### src/rtl/pong_paddle_input.sv
// rtl/pong_paddle_input.sv - synchronized, debounced quadrature paddles and start button
module pong_paddle_input #(
    parameter int POS_W    = 8,
    parameter int POS_MAX  = 200,
    parameter int POS_INIT = 100,
    parameter int STEP     = 4,
    parameter int DB_COUNT = 1000
) (
    input  logic             wb_clk_i,
    input  logic             wb_rst_n,
    input  logic             enc1_a,
    input  logic             enc1_b,
    input  logic             enc2_a,
    input  logic             enc2_b,
    input  logic             btn_start,
    input  logic             active,
    output logic [POS_W-1:0] paddle1_pos,
    output logic [POS_W-1:0] paddle2_pos,
    output logic             start_pulse
);

    localparam int              CNT_W    = (DB_COUNT > 1) ? $clog2(DB_COUNT) : 1;
    localparam logic [CNT_W-1:0] CNT_LAST = CNT_W'(DB_COUNT - 1);
    localparam int              N_IN     = 5;

    logic             rst_meta_q, rst_sync_q;
    logic [N_IN-1:0]  raw;
    logic [N_IN-1:0]  sync1_q, sync2_q;
    logic [N_IN-1:0]  db_q, db_d, db_prev_q;
    logic [CNT_W-1:0] cnt_q [N_IN];
    logic [CNT_W-1:0] cnt_d [N_IN];
    logic [POS_W-1:0] pos1_q, pos1_d, pos2_q, pos2_d;
    logic             start_q, start_d;
    logic [1:0]       dir1, dir2;

    // Assert asynchronously, release two clocks after wb_rst_n rises.
    always_ff @(posedge wb_clk_i or negedge wb_rst_n) begin
        if (!wb_rst_n) begin
            rst_meta_q <= 1'b0;
            rst_sync_q <= 1'b0;
        end else begin
            rst_meta_q <= 1'b1;
            rst_sync_q <= rst_meta_q;
        end
    end

    assign raw = {btn_start, enc2_b, enc2_a, enc1_b, enc1_a};

    always_comb begin
        db_d = db_q;
        for (int i = 0; i < N_IN; i++) begin
            cnt_d[i] = '0;
            if (sync2_q[i] != db_q[i]) begin
                if (cnt_q[i] == CNT_LAST) begin
                    db_d[i] = sync2_q[i];
                end else begin
                    cnt_d[i] = cnt_q[i] + CNT_W'(1);
                end
            end
        end
    end

    function automatic logic [1:0] gray_idx(input logic [1:0] ab);
        case (ab)
            2'b00:   gray_idx = 2'd0;
            2'b01:   gray_idx = 2'd1;
            2'b11:   gray_idx = 2'd2;
            default: gray_idx = 2'd3;
        endcase
    endfunction

    // Difference of positions on the 4-state cycle: 1 = forward, 3 = backward, 0/2 = no move.
    assign dir1 = gray_idx({db_q[0], db_q[1]}) - gray_idx({db_prev_q[0], db_prev_q[1]});
    assign dir2 = gray_idx({db_q[2], db_q[3]}) - gray_idx({db_prev_q[2], db_prev_q[3]});

    function automatic logic [POS_W-1:0] next_pos(input logic [POS_W-1:0] pos,
                                                  input logic [1:0]       dir);
        logic [POS_W:0] sum;
        sum = {1'b0, pos} + (POS_W+1)'(STEP);
        if (dir == 2'd1) begin
            next_pos = (sum > (POS_W+1)'(POS_MAX)) ? POS_W'(POS_MAX) : sum[POS_W-1:0];
        end else if (dir == 2'd3) begin
            next_pos = (pos >= POS_W'(STEP)) ? pos - POS_W'(STEP) : '0;
        end else begin
            next_pos = pos;
        end
    endfunction

    always_comb begin
        pos1_d  = pos1_q;
        pos2_d  = pos2_q;
        start_d = 1'b0;
        if (active) begin
            pos1_d  = next_pos(pos1_q, dir1);
            pos2_d  = next_pos(pos2_q, dir2);
            start_d = db_q[4] & ~db_prev_q[4];
        end
    end

    always_ff @(posedge wb_clk_i or negedge rst_sync_q) begin
        if (!rst_sync_q) begin
            sync1_q   <= '0;
            sync2_q   <= '0;
            db_q      <= '0;
            db_prev_q <= '0;
            for (int i = 0; i < N_IN; i++) cnt_q[i] <= '0;
            pos1_q    <= POS_W'(POS_INIT);
            pos2_q    <= POS_W'(POS_INIT);
            start_q   <= 1'b0;
        end else begin
            sync1_q   <= raw;
            sync2_q   <= sync1_q;
            db_q      <= db_d;
            db_prev_q <= db_q;
            for (int i = 0; i < N_IN; i++) cnt_q[i] <= cnt_d[i];
            pos1_q    <= pos1_d;
            pos2_q    <= pos2_d;
            start_q   <= start_d;
        end
    end

    assign paddle1_pos = pos1_q;
    assign paddle2_pos = pos2_q;
    assign start_pulse = start_q;

endmodule
### config.mk
export PLATFORM = sky130hd
export DESIGN_NAME = pong_paddle_input
export DESIGN_NICKNAME = d
export VERILOG_FILES = /design/src/rtl/pong_paddle_input.sv
export SDC_FILE = /design/constraint.sdc
export NUM_CORES = 1
export LEC_CHECK = 0
export CORE_ASPECT_RATIO = 2
export CORE_MARGIN = 1
export CORE_UTILIZATION = 60
export CTS_CLUSTER_SIZE = 12
export DETAILED_ROUTE_END_ITERATION = 10
export PLACE_DENSITY = 0.8
export SLEW_MARGIN = 10
export SYNTH_ARGS = -nofsm -noshare
export SYNTH_HDL_FRONTEND = slang
export SYNTH_SLANG_ARGS = --single-unit
### constraint.sdc
create_clock -name wb_clk_i -period 3 [get_ports wb_clk_i]
set_input_delay 0.6 -clock wb_clk_i [delete_from_list [all_inputs] [get_ports wb_clk_i]]
set_output_delay 0.6 -clock wb_clk_i [all_outputs]
set_load 0.01 [all_outputs]
==> results of run 1 <==
## cell type report
cell class / instances / area (um^2) / area share
Tap cell: 92 / 115.1 / 0.02293
Clock buffer: 10 / 229.0 / 0.04561
Inverter: 18 / 67.56 / 0.01346
Timing Repair Buffer: 20 / 200.2 / 0.03988
Sequential cell: 85 / 2138 / 0.4260
Clock inverter: 6 / 111.4 / 0.02218
Multi-Input combinational cell: 343 / 2158 / 0.4300
## cell usage in the layout, fill, tap and decap left out, types with 4 or more instances in the layout
| cell type | count |
|---|---|
| nand4_1 | 8 |
| and3_1 | 12 |
| conb_1 | 5 |
| mux2_2 | 5 |
| nand2_1 | 44 |
| o21ai_0 | 8 |
| nand3_1 | 18 |
| clkdlybuf4s50_1 | 20 |
| xor2_1 | 21 |
| clkbuf_16 | 9 |
| and2_1 | 6 |
| inv_1 | 18 |
| nor3_1 | 21 |
| ha_1 | 23 |
| a31oi_1 | 4 |
| or3_1 | 4 |
| dfrtp_1 | 78 |
| a21oi_1 | 13 |
| or4_1 | 5 |
| nand2b_1 | 4 |
| xnor2_1 | 30 |
| dfstp_2 | 6 |
| nor2_1 | 76 |
## through the flow
step | hold slack (ns) | instance area (um^2)
after floorplan | 0.3044 | 4468
after global placement | 0.3327 | 4679
after detailed placement | 0.3347 | 4679
after CTS | 0.3477 | 5020
after global routing | 0.3652 | 5020
final | 0.3466 | 5020
## kinds of logic (layout without fill, tap and decap cells)
| logic type | after synthesis | in the layout | share of synthesized area |
|---|---|---|---|
| AO/OA/AOI/OAI | 44 | 44 | 0.06401 |
| adder cells (fa/ha/maj) | 23 | 23 | 0.06457 |
| XOR/XNOR | 52 | 52 | 0.1053 |
| AND/OR/NAND/NOR | 210 | 210 | 0.2235 |
| flip-flops | 85 | 85 | 0.4789 |
| multiplexers | 9 | 9 | 0.02274 |
| other | 2 | 5 | 0.001685 |
| buffers and inverters | 34 | 54 | 0.03930 |
## sequential cells by signal, summed over array words and instances, names as in the netlist, 5 cells and up
name / count
cnt_q: 50
db_q: 5
sync2_q: 5
sync1_q: 5
paddle1_pos: 6
db_prev_q: 5
paddle2_pos: 6
## metal layers
layer  global-route usage  share of wire  vias up
met5                    0              0        -
met4               0.1395          0.030        0
met3              0.04396          0.029       21
met2               0.4160           0.56       70
met1               0.2494           0.39     1612
li1                     -              -     1573
## power breakdown
group          switching [mW]  leakage [nW]  total [mW]  internal (mW)
clock network           0.434         0.163        1.25          0.813
registers              0.0548          1.11        1.23           1.18
logic                  0.0635         0.947       0.124         0.0601
total                   0.553          2.22        2.60           2.05
## worst paths after layout
kind | startpoint | end | slack (ns) | cells past startpoint
max | db_q[1]$_DFFE_PN0P_ | paddle1_pos[5]$_DFFE_PN1P_ | 0.69 | 7
min | sync1_q[1]$_DFF_PN0_ | sync2_q[1]$_DFF_PN0_ | 0.35 | 0
max reg2reg | db_q[1]$_DFFE_PN0P_ | paddle1_pos[5]$_DFFE_PN1P_ | 0.69 | 7
min reg2reg | sync1_q[1]$_DFF_PN0_ | sync2_q[1]$_DFF_PN0_ | 0.35 | 0
max in group asynchronous | rst_sync_q$_DFF_PN0_ | paddle2_pos[3]$_DFFE_PN0P_ | 1.85 | 0
min in group asynchronous | wb_rst_n | rst_sync_q$_DFF_PN0_ | 0.42 | 1
==> results.py, run 1 <==
metrics = {
    "status": {
        "outcome": "finished, final reports clean",
    },
    "synth": {
        "synth-seq-cells": 85,
        "yosysTopAreaCell": "dfrtp_1",
        "yosysMostFrequentCell": "dfrtp_1",
        "yosys.area.top_type_share": 0.4436,
        "synthTopCellsByArea": "dfrtp_1 44%, ha_1 6.5%, nor2_1 6.4%",
        "yosys_warnings": 0,
        "synth_edf_count": 0,
        "async_flop_share": 1.000,
        "yosys_most_used_dff": "dfrtp_1",
        "synth.distinct_cells": 50,
        "syn_area_mm2": 0.004457,
        "syn_area_per_cell_um2": 9.710,
        "yosys-top-cells-count": "79 x dfrtp_1, 76 x nor2_1, 44 x nand2_1",
        "ys_seq_area_frac": 0.4789,
        "synthCells": 459,
    },
    "cts": {
        "cts_buffer_depth": 2,
        "cts_tree": "built",
        "cts_root_buf": "clkbuf_16",
        "clkSinkCount": 85,
        "numCtsBuffers": 9,
        "postCtsHoldBufs": 0,
        "ctsResizeCount": 0,
        "postCtsSetupBuffers": 0,
        "clk_pin_slew_ns": 0.06,
        "clk_latency_ns": 0.34,
        "h-tree-depth": 3,
    },
    "critical_path": {
        "critical_path.max_stage_delay_ns": 0.42,
        "crit_path_frequent_cell": "ha_1",
        "worstPathRequired_ns": 3.28,
        "cpLargestDelayFamily": "compound AO/OA/AOI/OAI gates",
        "crit_buf_inv": 1,
        "crit_type": "flip-flop to flip-flop",
        "cp-end-kind": "flip-flop",
        "arrival_ns": 2.59,
        "cp_max_fo": 16,
        "worstPathCellList": "inv_1 > ha_1 > ha_1 > xnor2_1 > mux2_4 > o311ai_0 > a22o_1",
        "crit_path_start_kind": "flip-flop",
        "cp_slowest_cell": "dfrtp_1",
    },
    "die": {
        "die-area_mm2": 0.007797,
        "core_area_mm2": 0.007212,
        "dieWidth_um": 62.94,
        "row_count": 44,
        "ios": 25,
        "die_h_um": 123.9,
        "initial_core_util": 0.6180,
    },
    "grt": {
        "grt_overflow_total": 0,
        "antenna_found_initial": 0,
        "grt_pass1_vias": 3268,
        "track_usage": 0.2319,
        "grt_pass1_wl_mm": 14.01,
        "grt_max_degree": 84,
    },
    "final_layout": {
        "fill_cells": 561,
        "final_cell_count_no_fill": 574,
        "drive_above_1_share": 0.07261,
        "final_net_count": 508,
        "antennaDiodeCount": 0,
        "post-route-util": 0.6960,
        "syn2layout_area_growth_pct": 12.63,
    },
    "routing": {
        "viasPerCell": 5.707,
        "first_iter_violations": 171,
        "ant_nets": 0,
        "drt_wl_total_mm": 7.976,
        "drc": 0,
        "drt_pass1_iterations": 4,
        "post_drt_wl_per_cell_um": 13.90,
        "vias": 3276,
    },
    "place": {
        "gp_congestion": 0.9242,
        "dp_hpwl_mm": 5.589,
        "portBuffers": 20,
        "pre_cts_slack_ns": 0.7071,
        "placed_cells": 558,
    },
    "sta": {
        "worstMarginPinSlew_ns": 1.006,
        "slew_headroom": 0.3296,
        "finalClockSkew_ns": 0.007896,
        "setup_tns_ns": 0,
        "maxSlewViolCount": 0,
        "clock.fmax_mhz": 433.8,
        "finalCriticalPeriod_ns": 2.305,
        "hold_viol": 0,
        "rsz0062_at_grt": "false",
        "setup_viol": 0,
        "final.period_utilization": 0.7683,
        "setup_ws_ns": 0.6950,
    },
    "flow_run": {
        "cap_violations": 0,
    },
    "worst_hold_path": {
        "hold_class": "flip-flop to flip-flop",
    },
    "power_and_ir_drop": {
        "ir_drop_mv": 0.5110,
        "power_density_mw_per_mm2": 518.8,
        "p_leak_nw": 2.224,
        "power.total_mw": 2.604,
    },
}
(Power assumes the default switching activity.)
==> run 2: changes to the inputs <==
- clock period: 3 -> 2.2 ns (I/O delays scaled with it)
==> results.py, run 2 (synthesized netlist as in run 1, its figures left out) <==
metrics = {
    "sta": {
        "slew_headroom": 0.5626,
        "maxSlewViolCount": 0,
        "hold_viol": 0,
        "setup_viol": 0,
        "clock.fmax_mhz": 473.9,
        "rsz0062_at_grt": "false",
        "setup_tns_ns": 0,
        "finalClockSkew_ns": 0.005318,
        "finalCriticalPeriod_ns": 2.110,
        "final.period_utilization": 0.9592,
        "worstMarginPinSlew_ns": 0.6562,
    },
    "cts": {
        "h-tree-depth": 3,
        "cts_tree": "built",
        "cts_root_buf": "clkbuf_16",
        "numCtsBuffers": 9,
        "ctsResizeCount": 0,
        "postCtsSetupBuffers": 0,
        "cts_buffer_depth": 2,
        "postCtsHoldBufs": 0,
        "clk_latency_ns": 0.34,
        "clk_pin_slew_ns": 0.06,
        "clkSinkCount": 85,
    },
    "critical_path": {
        "worstPathRequired_ns": 2.42,
        "r2r_cells": 6,
        "worstPathCellList": "ha_1 > ha_1 > xnor3_1 > and2_2 > nand3_1 > o31a_2",
        "crit_path_start_kind": "flip-flop",
        "crit_path_frequent_cell": "ha_1",
        "crit_type": "flip-flop to flip-flop",
        "cp-end-kind": "flip-flop",
        "cp_slowest_cell": "xnor3_1",
        "cp_max_fo": 7,
        "crit_cells": 6,
        "arrival_ns": 2.33,
        "crit_buf_inv": 0,
        "critical_path.max_stage_delay_ns": 0.42,
        "cpLargestDelayFamily": "adder cells",
    },
    "grt": {
        "grt_pass1_vias": 3412,
        "track_usage": 0.2468,
        "grt_max_degree": 52,
        "antenna_found_initial": 0,
        "grt_pass1_wl_mm": 14.79,
        "grt_overflow_total": 0,
    },
    "worst_hold_path": {
        "hold_class": "input port to asynchronous set/reset pin",
    },
    "final_layout": {
        "syn2layout_area_growth_pct": 14.60,
        "layout_common_cells": "78 x dfrtp_1, 76 x nor2_1, 44 x nand2_1",
        "regMostFlops": "cnt_q",
        "antennaDiodeCount": 0,
        "final_net_count": 521,
        "final_cell_count_no_fill": 587,
        "drive_above_1_share": 0.09899,
        "largest_reg_flops": 50,
        "final_common_cell": "dfrtp_1",
    },
    "die": {
        "dieWidth_um": 62.94,
        "ios": 25,
        "die-area_mm2": 0.007797,
        "core_area_mm2": 0.007212,
        "row_count": 44,
        "die_h_um": 123.9,
        "initial_core_util": 0.6180,
    },
    "routing": {
        "viasPerCell": 5.673,
        "vias": 3330,
        "post_drt_wl_per_cell_um": 14.35,
        "drt_wl_total_mm": 8.422,
        "ant_nets": 0,
        "first_iter_violations": 159,
        "drc": 0,
        "drt_pass1_iterations": 4,
    },
    "power_and_ir_drop": {
        "ir_drop_mv": 0.6132,
        "power_density_mw_per_mm2": 673.7,
        "p_leak_nw": 2.277,
    },
    "status": {
        "outcome": "finished, final reports clean",
    },
    "place": {
        "portBuffers": 20,
        "dp_hpwl_mm": 5.936,
        "gp_congestion": 0.8309,
        "placed_cells": 571,
    },
    "flow_run": {
        "cap_violations": 0,
    },
}
[run 2: cell type report]
cell class / instances / area (um^2)
Multi-Input combinational cell: 343 / 2160
Inverter: 18 / 67.56
Clock buffer: 10 / 229.0
Sequential cell: 85 / 2138
Fill cell: 540 / 2105
Timing Repair Buffer: 33 / 310.3
Clock inverter: 6 / 87.58
Tap cell: 92 / 115.1
[run 2: path summary, 6_finish.rpt]
path                                       from                    endpoint  slack (ns)
min in group wb_clk_i      sync1_q[3]$_DFF_PN0_        sync2_q[3]$_DFF_PN0_        0.35
max reg2reg                 db_q[2]$_DFFE_PN0P_  paddle2_pos[3]$_DFFE_PN0P_        0.09
min reg2reg                sync1_q[3]$_DFF_PN0_        sync2_q[3]$_DFF_PN0_        0.35
min                                    wb_rst_n        rst_sync_q$_DFF_PN0_        0.26
max in group asynchronous  rst_sync_q$_DFF_PN0_  paddle2_pos[6]$_DFFE_PN1P_        1.16
max                         db_q[2]$_DFFE_PN0P_  paddle2_pos[3]$_DFFE_PN0P_        0.09
[run 2: through the flow]
step,utilization,instance area (um^2),setup WS [ns],hold slack (ns),power (mW)
global route,0.7082,5107,0.01452,0.2637,3.572
CTS,0.7080,5106,0.05670,0.2559,3.480
finish,0.7082,5107,0.08985,0.2605,3.441
detailed placement,0.6641,4790,0.06573,0.3356,1.895
floorplan,-,4469,0.1457,0.1444,1.819
global placement,0.6641,4790,0.1460,0.3347,1.885
[run 2: power by group]
group,switching (mW),internal [mW],leakage [nW],total (mW)
combinational,0.110,0.0917,1.02,0.202
clock,0.583,0.991,0.145,1.57
sequential,0.0575,1.61,1.11,1.67
total,0.751,2.69,2.28,3.44
[run 2: metal layers]
layer  vias up  part of all wire  GRT usage
met1      1643              0.37     0.2561
met5         -                 0          0
li1       1602                 -          -
met2        67              0.58     0.4657
met4         0             0.029     0.1294
met3        18             0.025    0.04121
==> run 3: changes to the inputs <==
- HOLD_SLACK_MARGIN: not set -> 0.06
==> results of run 3 <==
No change in the layout: final DEF, timing and power equal those of run 2.
